### src/rtl/dsp_share_arbiter_pkg.sv
// Shared constants and types for the DSP48A1 sharing arbiter: bundle layout,
// FSM encoding and a bundle packing helper.
package dsp_share_arbiter_pkg;

  localparam int DSP_INS_W  = 92;
  localparam int DSP_OUTS_W = 84;
  localparam int OPMODE_LSB = 84;
  localparam int A_LSB      = 66;
  localparam int B_LSB      = 48;
  localparam int C_LSB      = 0;
  localparam int OWNER_W    = 3;

  localparam logic [DSP_INS_W-1:0] DSP_NOP = '0;

  typedef enum logic [1:0] {
    ARB_IDLE  = 2'd0,
    ARB_GRANT = 2'd1,
    ARB_DRAIN = 2'd2
  } arb_state_e;

  typedef struct packed {
    logic [7:0]  opmode;
    logic [17:0] a;
    logic [17:0] b;
    logic [47:0] c;
  } dsp_ins_t;

  function automatic logic [DSP_INS_W-1:0] dsp_pack(input logic [7:0]  opmode,
                                                    input logic [17:0] a,
                                                    input logic [17:0] b,
                                                    input logic [47:0] c);
    dsp_ins_t s;
    s.opmode = opmode;
    s.a      = a;
    s.b      = b;
    s.c      = c;
    return s;
  endfunction

endpackage

### src/rtl/dsp_share_arbiter_if.sv
// Requester-side bus of the DSP sharing arbiter: per-requester req and input
// bundles in, one-hot grant and the muxed DSP bundle out.
interface dsp_share_arbiter_if
  import dsp_share_arbiter_pkg::*;
#(
  parameter int N_REQ = 4
);

  logic [N_REQ-1:0]           req;
  logic [DSP_INS_W*N_REQ-1:0] req_dsp_ins_flat;
  logic [N_REQ-1:0]           gnt;
  logic [DSP_INS_W-1:0]       dsp_ins_flat;
  logic [OWNER_W-1:0]         owner_id;
  logic                       busy;
  logic                       err_clr;
  logic                       err_conflict;
  logic                       err_timeout;

  modport master (
    output req, req_dsp_ins_flat, err_clr,
    input  gnt, dsp_ins_flat, owner_id, busy, err_conflict, err_timeout
  );

  modport slave (
    input  req, req_dsp_ins_flat, err_clr,
    output gnt, dsp_ins_flat, owner_id, busy, err_conflict, err_timeout
  );

endinterface

### src/rtl/dsp_share_arbiter_arb_rr_pick.sv
// Combinational round-robin picker: first set req bit at or after rr_ptr,
// searching cyclically. Reusable by any shared-resource arbiter.
module arb_rr_pick
  import dsp_share_arbiter_pkg::*;
#(
  parameter int N_REQ = 4
) (
  input  logic [N_REQ-1:0]   req,
  input  logic [OWNER_W-1:0] rr_ptr,
  output logic               valid,
  output logic [OWNER_W-1:0] idx
);

  logic [N_REQ-1:0] rot;
  logic [OWNER_W:0] sum;

  // Rotating the doubled vector puts rr_ptr at bit 0, so priority is plain LSB-first.
  assign rot = N_REQ'({req, req} >> rr_ptr);

  always_comb begin
    // NOTE: every output gets a default before the loop; otherwise a path
    // that never assigns it would infer a latch.
    valid = 1'b0;
    idx   = '0;
    sum   = '0;
    for (int j = 0; j < N_REQ; j++) begin
      if (!valid && rot[j]) begin
        valid = 1'b1;
        sum   = {1'b0, rr_ptr} + (OWNER_W + 1)'(j);
        if (sum >= (OWNER_W + 1)'(N_REQ)) begin
          sum = sum - (OWNER_W + 1)'(N_REQ);
        end
        idx = sum[OWNER_W-1:0];
      end
    end
  end

endmodule

### src/rtl/dsp_share_arbiter.sv
// Round-robin owner of the single DSP48A1 slice: grants one requester a burst,
// muxes its bundle to the DSP, then drains the M/P pipeline before regranting.
module dsp_share_arbiter
  import dsp_share_arbiter_pkg::*;
#(
  parameter int N_REQ        = 4,
  parameter int DRAIN_CYCLES = 2,
  parameter int MAX_HOLD     = 0
) (
  input logic               clk,
  input logic               reset,
  dsp_share_arbiter_if.slave bus
);

  localparam int HOLD_W  = (MAX_HOLD > 1) ? $clog2(MAX_HOLD) : 1;
  localparam int DRAIN_W = (DRAIN_CYCLES > 1) ? $clog2(DRAIN_CYCLES + 1) : 1;

  arb_state_e         state_q, state_d;
  logic [N_REQ-1:0]   gnt_q, gnt_d;
  logic [OWNER_W-1:0] owner_id_q, owner_id_d;
  logic [OWNER_W-1:0] rr_ptr_q, rr_ptr_d;
  logic [HOLD_W-1:0]  hold_cnt_q, hold_cnt_d;
  logic [DRAIN_W-1:0] drain_cnt_q, drain_cnt_d;
  logic               busy_q, busy_d;
  logic               err_conflict_q, err_conflict_d;
  logic               err_timeout_q, err_timeout_d;

  logic [DSP_INS_W-1:0] slices [N_REQ];
  logic [N_REQ-1:0]     slice_nz;
  logic [DSP_INS_W-1:0] dsp_mux;
  logic                 req_owner;
  logic                 pick_valid;
  logic [OWNER_W-1:0]   pick_idx;
  logic                 conflict_hit;
  logic                 hold_expired;
  logic                 revoke;

  arb_rr_pick #(.N_REQ(N_REQ)) u_pick (
    .req    (bus.req),
    .rr_ptr (rr_ptr_q),
    .valid  (pick_valid),
    .idx    (pick_idx)
  );

  always_comb begin
    for (int i = 0; i < N_REQ; i++) begin
      slices[i]   = bus.req_dsp_ins_flat[DSP_INS_W*i +: DSP_INS_W];
      slice_nz[i] = |slices[i];
    end
  end

  // Select rather than OR: the DSP sees only the owner, and NOP outside GRANT.
  always_comb begin
    dsp_mux   = DSP_NOP;
    req_owner = 1'b0;
    for (int i = 0; i < N_REQ; i++) begin
      if (owner_id_q == OWNER_W'(i)) begin
        req_owner = bus.req[i];
        if (state_q == ARB_GRANT) begin
          dsp_mux = slices[i];
        end
      end
    end
  end

  assign conflict_hit = |(~gnt_q & slice_nz);
  assign hold_expired = (MAX_HOLD != 0) && (hold_cnt_q == HOLD_W'(MAX_HOLD - 1));
  assign revoke       = !req_owner || hold_expired;

  always_comb begin
    state_d     = state_q;
    gnt_d       = gnt_q;
    owner_id_d  = owner_id_q;
    rr_ptr_d    = rr_ptr_q;
    hold_cnt_d  = hold_cnt_q;
    drain_cnt_d = drain_cnt_q;
    err_timeout_d  = err_timeout_q;
    err_conflict_d = err_conflict_q;
    if (bus.err_clr) begin
      err_timeout_d  = 1'b0;
      err_conflict_d = 1'b0;
    end

    unique case (state_q)
      ARB_IDLE: begin
        if (pick_valid) begin
          state_d    = ARB_GRANT;
          gnt_d      = N_REQ'(1) << pick_idx;
          owner_id_d = pick_idx;
          rr_ptr_d   = (pick_idx == OWNER_W'(N_REQ - 1)) ? '0 : pick_idx + OWNER_W'(1);
          hold_cnt_d = '0;
        end
      end
      ARB_GRANT: begin
        hold_cnt_d = hold_cnt_q + HOLD_W'(1);
        if (revoke) begin
          gnt_d       = '0;
          drain_cnt_d = DRAIN_W'(DRAIN_CYCLES);
          state_d     = (DRAIN_CYCLES == 0) ? ARB_IDLE : ARB_DRAIN;
          if (req_owner) begin
            err_timeout_d = 1'b1;
          end
        end
      end
      ARB_DRAIN: begin
        drain_cnt_d = drain_cnt_q - DRAIN_W'(1);
        if (drain_cnt_q <= DRAIN_W'(1)) begin
          drain_cnt_d = '0;
          state_d     = ARB_IDLE;
        end
      end
      default: begin
        state_d = ARB_IDLE;
        gnt_d   = '0;
      end
    endcase

    // Set wins over a coincident clear.
    if (conflict_hit) begin
      err_conflict_d = 1'b1;
    end
    busy_d = (state_d != ARB_IDLE);
  end

  // NOTE: sequential state uses non-blocking assignments only, so every flop
  // samples the pre-edge value of every other flop regardless of statement order.
  always_ff @(posedge clk or posedge reset) begin
    if (reset) begin
      state_q        <= ARB_IDLE;
      gnt_q          <= '0;
      owner_id_q     <= '0;
      rr_ptr_q       <= '0;
      hold_cnt_q     <= '0;
      drain_cnt_q    <= '0;
      busy_q         <= 1'b0;
      err_conflict_q <= 1'b0;
      err_timeout_q  <= 1'b0;
    end else begin
      state_q        <= state_d;
      gnt_q          <= gnt_d;
      owner_id_q     <= owner_id_d;
      rr_ptr_q       <= rr_ptr_d;
      hold_cnt_q     <= hold_cnt_d;
      drain_cnt_q    <= drain_cnt_d;
      busy_q         <= busy_d;
      err_conflict_q <= err_conflict_d;
      err_timeout_q  <= err_timeout_d;
    end
  end

  assign bus.gnt          = gnt_q;
  assign bus.dsp_ins_flat = dsp_mux;
  assign bus.owner_id     = owner_id_q;
  assign bus.busy         = busy_q;
  assign bus.err_conflict = err_conflict_q;
  assign bus.err_timeout  = err_timeout_q;

endmodule

### src/flat_wrapper.sv
// flat-port wrapper written by rule: the top's interface ports become plain ports
module dsp_share_arbiter_flat import dsp_share_arbiter_pkg::*;
#(
  parameter int N_REQ        = 4,
  parameter int DRAIN_CYCLES = 2,
  parameter int MAX_HOLD     = 0
)
  (clk, reset, bus_req, bus_req_dsp_ins_flat, bus_err_clr, bus_gnt, bus_dsp_ins_flat, bus_owner_id, bus_busy, bus_err_conflict, bus_err_timeout);
  dsp_share_arbiter_if #(.N_REQ(N_REQ)) bus_i ();
  input logic clk;
  input logic reset;
  input wire logic [$bits(bus_i.req)-1:0] bus_req;
  input wire logic [$bits(bus_i.req_dsp_ins_flat)-1:0] bus_req_dsp_ins_flat;
  input wire logic [$bits(bus_i.err_clr)-1:0] bus_err_clr;
  output wire logic [$bits(bus_i.gnt)-1:0] bus_gnt;
  output wire logic [$bits(bus_i.dsp_ins_flat)-1:0] bus_dsp_ins_flat;
  output wire logic [$bits(bus_i.owner_id)-1:0] bus_owner_id;
  output wire logic [$bits(bus_i.busy)-1:0] bus_busy;
  output wire logic [$bits(bus_i.err_conflict)-1:0] bus_err_conflict;
  output wire logic [$bits(bus_i.err_timeout)-1:0] bus_err_timeout;
  assign bus_i.req = bus_req;
  assign bus_i.req_dsp_ins_flat = bus_req_dsp_ins_flat;
  assign bus_i.err_clr = bus_err_clr;
  assign bus_gnt = bus_i.gnt;
  assign bus_dsp_ins_flat = bus_i.dsp_ins_flat;
  assign bus_owner_id = bus_i.owner_id;
  assign bus_busy = bus_i.busy;
  assign bus_err_conflict = bus_i.err_conflict;
  assign bus_err_timeout = bus_i.err_timeout;
  dsp_share_arbiter #(.N_REQ(N_REQ), .DRAIN_CYCLES(DRAIN_CYCLES), .MAX_HOLD(MAX_HOLD)) u_core (.clk(clk), .reset(reset), .bus(bus_i));
endmodule
### config.mk
export PLATFORM = sky130hd
export DESIGN_NAME = dsp_share_arbiter_flat
export DESIGN_NICKNAME = d
export VERILOG_FILES = /design/src/rtl/dsp_share_arbiter_pkg.sv /design/src/rtl/dsp_share_arbiter_if.sv /design/src/rtl/dsp_share_arbiter_arb_rr_pick.sv /design/src/rtl/dsp_share_arbiter.sv /design/src/flat_wrapper.sv
export SDC_FILE = /design/constraint.sdc
export NUM_CORES = 1
export LEC_CHECK = 0
export ABC_CLOCK_PERIOD_IN_PS = 2500
export CAP_MARGIN = 20
export CORE_AREA = 2 2 186 188
export DETAILED_ROUTE_END_ITERATION = 6
export DIE_AREA = 0 0 188 190
export GPL_ROUTABILITY_DRIVEN = 0
export PLACE_DENSITY = 0.58
export SLEW_MARGIN = 20
export SYNTH_ARGS = -nofsm -noshare
export SYNTH_HDL_FRONTEND = slang
export SYNTH_SLANG_ARGS = --single-unit
### constraint.sdc
create_clock -name clk -period 2.5 [get_ports clk]
set_input_delay 0.75 -clock clk [delete_from_list [all_inputs] [get_ports clk]]
set_output_delay 0.75 -clock clk [all_outputs]
set_load 0.01 [all_outputs]
==> run_results.csv <==
group,metric,value,unit
run_status,status,"complete, but fails checks",
run_status,violations,"negative setup slack",
die,dieArea,35720,um^2
yosys,yosysTopAreaCell,"mux2i_1",
final_layout,nFillCells,3468,
detailed_routing,viasPerCell,5.041,
sta,period_minus_slack,2.801,ns
grt,grt_usage,0.2471,
critical_path,slowest_stage,"dfrtp_4",
placed_design,hpwlAfterDp,36210,um
sta,timing.fmax,357.0,MHz
power,max-vdd-ir-drop,0.4470,mV
critical_path,worstPathRequired,1.75,ns
worst_hold_path,hold_path_depth,1,
grt,grt-ovfl-total,0,
clock_tree,cts_tree,"built",
critical_path,slowest_delay,0.46,ns
yosys,syn_avg_cell_area,7.011,um^2
yosys,post-synth-top-count-cell,"nor2_1",
yosys,ys_ff_latch,16,
yosys,ys_async_sr_fraction,1.000,
yosys,yosysTopAreaCellShare,0.2015,
sta,slew_violations,0,
yosys,synth_top_family_by_area,"compound AO/OA/AOI/OAI gates",
power,p_switching,0.004857,W
detailed_routing,dr_total_vias,9139,
yosys,ys_top_cells_by_area,"mux2i_1, a22o_1, nor4_1, o22ai_1, dfrtp_1",
detailed_routing,drtPass1Iterations,5,
critical_path,r2r_cells,10,
detailed_routing,ant_nets,0,
critical_path,critPathMaxFanout,6,
detailed_routing,drc_errors,0,
critical_path,worstPathArrival,2.05,ns
sta,period_share,1.120,
grt,grt_max_degree,28,
job,cap_violations,0,
clock_tree,clock-root-buffer,"clkbuf_16",
yosys,synth_common_cells,"nor2_1, mux2i_1, nor4_1, o22ai_1, a22o_1",
sta,setup_viol_count_final,93,
final_layout,area_growth,179.6,%
die,fp.coreArea,33950,um^2
critical_path,path_cells,"or3_4 -> nor2_4 -> buf_12 -> buf_12 -> buf_12 -> buf_16 -> a22o_1 -> buf_2",
yosys,synth_xor_area_frac,0,
yosys,synth_flop_cell,"dfrtp_1",
sta,slew_headroom,0.5569,
power,pwr-share-comb,0.919,
die,initial_core_util,0.1375,
die,rows,68,
detailed_routing,routed_wl,47070,um
sta,tightest_slew,0.6639,ns
die,die_h,190,um
sta,fin_skew,0.002420,ns
yosys,ys.warnings.count,0,
clock_tree,cts.sinks,16,
power,power_leakage,5.858,nW
die,die_x,188,um
final_layout,multi_input_area,4753,um^2
yosys,synth_compound_area_frac,0.3408,
final_layout,final_util,0.3846,
clock_tree,ctsHoldBuffers,0,
power,p_int,0.005662,W
detailed_routing,wl_per_cell,25.96,um
sta,setup_ws,-0.3009,ns
power,swShare,0.4617,
yosys,synth_area,4669,um^2
critical_path,cp.buffers_inverters,5,
yosys,synth_edf_count,0,
final_layout,drive_gt1_frac,0.3508,
yosys,synth_simple_gate_area_share,0.2773,
clock_tree,clk_pin_slew,0.05,ns
worst_hold_path,hp-class,"reg2reg",
power,power_frac_seq,0.047,
critical_path,worstSetupEndpointType,"output port",
yosys,yosysSeqAreaShare,0.08574,
clock_tree,htreeDepth,1,
yosys,yosysUniqueCellTypes,37,
critical_path,cp.depth,8,
critical_path,start_kind,"flop",
yosys,synth_cells,666,
final_layout,layout.nets,1738,
grt,grt_pass1_wl,65180,um
critical_path,crit_top_cell,"buf_12",
final_layout,register_area,411.6,um^2
sta,rsz0062_at_grt,"yes",
clock_tree,cts_buffer_depth,2,
power,power,0.01052,W
sta,finalHoldViolations,0,
grt,antenna_found_initial,2,
die,ios,477,
yosys,synthMuxAreaShare,0.2184,
clock_tree,clk_latency,0.25,ns
critical_path,critical_path_class,"reg2out",
yosys,synth.net_count,1046,
clock_tree,cts_inserted_buffers,3,
grt,grt_pass1_vias,9513,
power,power_density,805.8,nW/um^2
placed_design,port_buffers,475,
detailed_routing,dr.first_iter.drc_count,718,
critical_path,cp_top_family,"buffers and inverters",
power,power_frac_clock,0.033,
yosys,synth_fa_ha_area_frac,0.01340,
power by group through the flow:
stage               Clock [W]  Sequential, W  Combinational (W)
floorplan                   0       0.000416            0.00380
CTS                  0.000355       0.000496            0.00925
finish               0.000352       0.000497            0.00967
detailed placement          0       0.000516            0.00829
global route         0.000363       0.000513             0.0101
global placement            0       0.000514            0.00827
area by class of cell:
cell class | count | share of cell area
Timing Repair Buffer | 753 | 0.5512
Inverter | 9 | 0.002588
Sequential cell | 16 | 0.03153
Antenna cell | 1 | 0.0001917
Multi-Input combinational cell | 575 | 0.3641
Tap cell | 455 | 0.04361
Clock buffer | 4 | 0.006805
through the flow:
step | instance area [um^2] | TNS (ns) | hold slack, ns | worst slack [ns] | std cells
after floorplan | 4671 | 0 | 0.4466 | 0.004738 | 666
after global placement | 11690 | -53.03 | 0.4737 | -1.348 | 1763
after detailed placement | 11690 | -53.07 | 0.5151 | -1.360 | 1763
after CTS | 12700 | -21.48 | 0.5244 | -0.3290 | 1808
after global routing | 13050 | -23.59 | 0.5380 | -0.3485 | 1812
final | 13060 | -20.17 | 0.5113 | -0.3009 | 1813
flip-flops by register name, summed over array words and instances, names as in the netlist:
signal	count
u_core.bus.gnt	4
u_core.bus.owner_id	3
u_core.bus.err_conflict	1
u_core.rr_ptr_q	3
u_core.drain_cnt_q	2
u_core.state_q	2
u_core.bus.busy	1
routing by layer:
| metal | up-vias | track usage | wire (um) |
|---|---|---|---|
| met1 | 4351 | 0.3157 | 19540 |
| met4 | 2 | 0.06360 | 1492 |
| met2 | 589 | 0.4153 | 21720 |
| met5 | - | 0 | 13 |
| li1 | 4109 | - | - |
| met3 | 88 | 0.06032 | 4309 |
cells by family (layout without fill, tap and decap cells):
kind of cell               Yosys count  after routing
and+or+nand+nor                    253            253
AOI/OAI and AO/OA                  217            217
muxes                               99             99
buffers and inverters               75            766
DFF                                 16             16
adders and majority gates            5              5
other                                1              2
worst paths after layout:
check                                                     endpoint                          startpoint  slack (ns)
worst max-delay path                          bus_dsp_ins_flat[36]  u_core.bus.owner_id[2]$_DFFE_PP0P_       -0.30
min in group asynchronous            u_core.bus.gnt[1]$_DFFE_PP0P_                               reset        0.90
worst max register to register      u_core.rr_ptr_q[0]$_DFFE_PP0P_      u_core.rr_ptr_q[0]$_DFFE_PP0P_        0.34
worst min register to register   u_core.drain_cnt_q[0]$_DFFE_PP0P_   u_core.drain_cnt_q[0]$_DFFE_PP0P_        0.51
max in group asynchronous       u_core.bus.owner_id[1]$_DFFE_PP0P_                               reset        1.11
worst min-delay path             u_core.drain_cnt_q[0]$_DFFE_PP0P_   u_core.drain_cnt_q[0]$_DFFE_PP0P_        0.51
cell usage in the layout (no fill, tap or decap), drive strengths merged, types with 2 or more instances in the layout:
cell type	synthesis	layout
dlygate4sd2	0	93
a21o	2	2
clkdlybuf4s15	0	11
a21oi	10	10
clkdlybuf4s50	0	249
dlymetal6s2s	0	27
inv	9	9
clkbuf	51	7
mux2i	94	94
ha	5	5
nor2	103	103
nand4	22	22
o31ai	2	2
or4	2	2
dfrtp	16	16
nand2	14	14
a22o	92	92
nand2b	4	4
o22ai	94	94
o21ai	10	10
nor4	95	95
mux4	2	2
mux2	3	3
o211ai	4	4
nand3	5	5
buf	15	369
and2	3	3
what timing repair did:
action                     CTS  global route
pin swaps                  119            73
gates resized for setup    659            97
gates cloned                16             2
setup endpoints to repair  105            97
buffers inserted            29            11
Note: power is estimated with default switching activity, not from simulation.
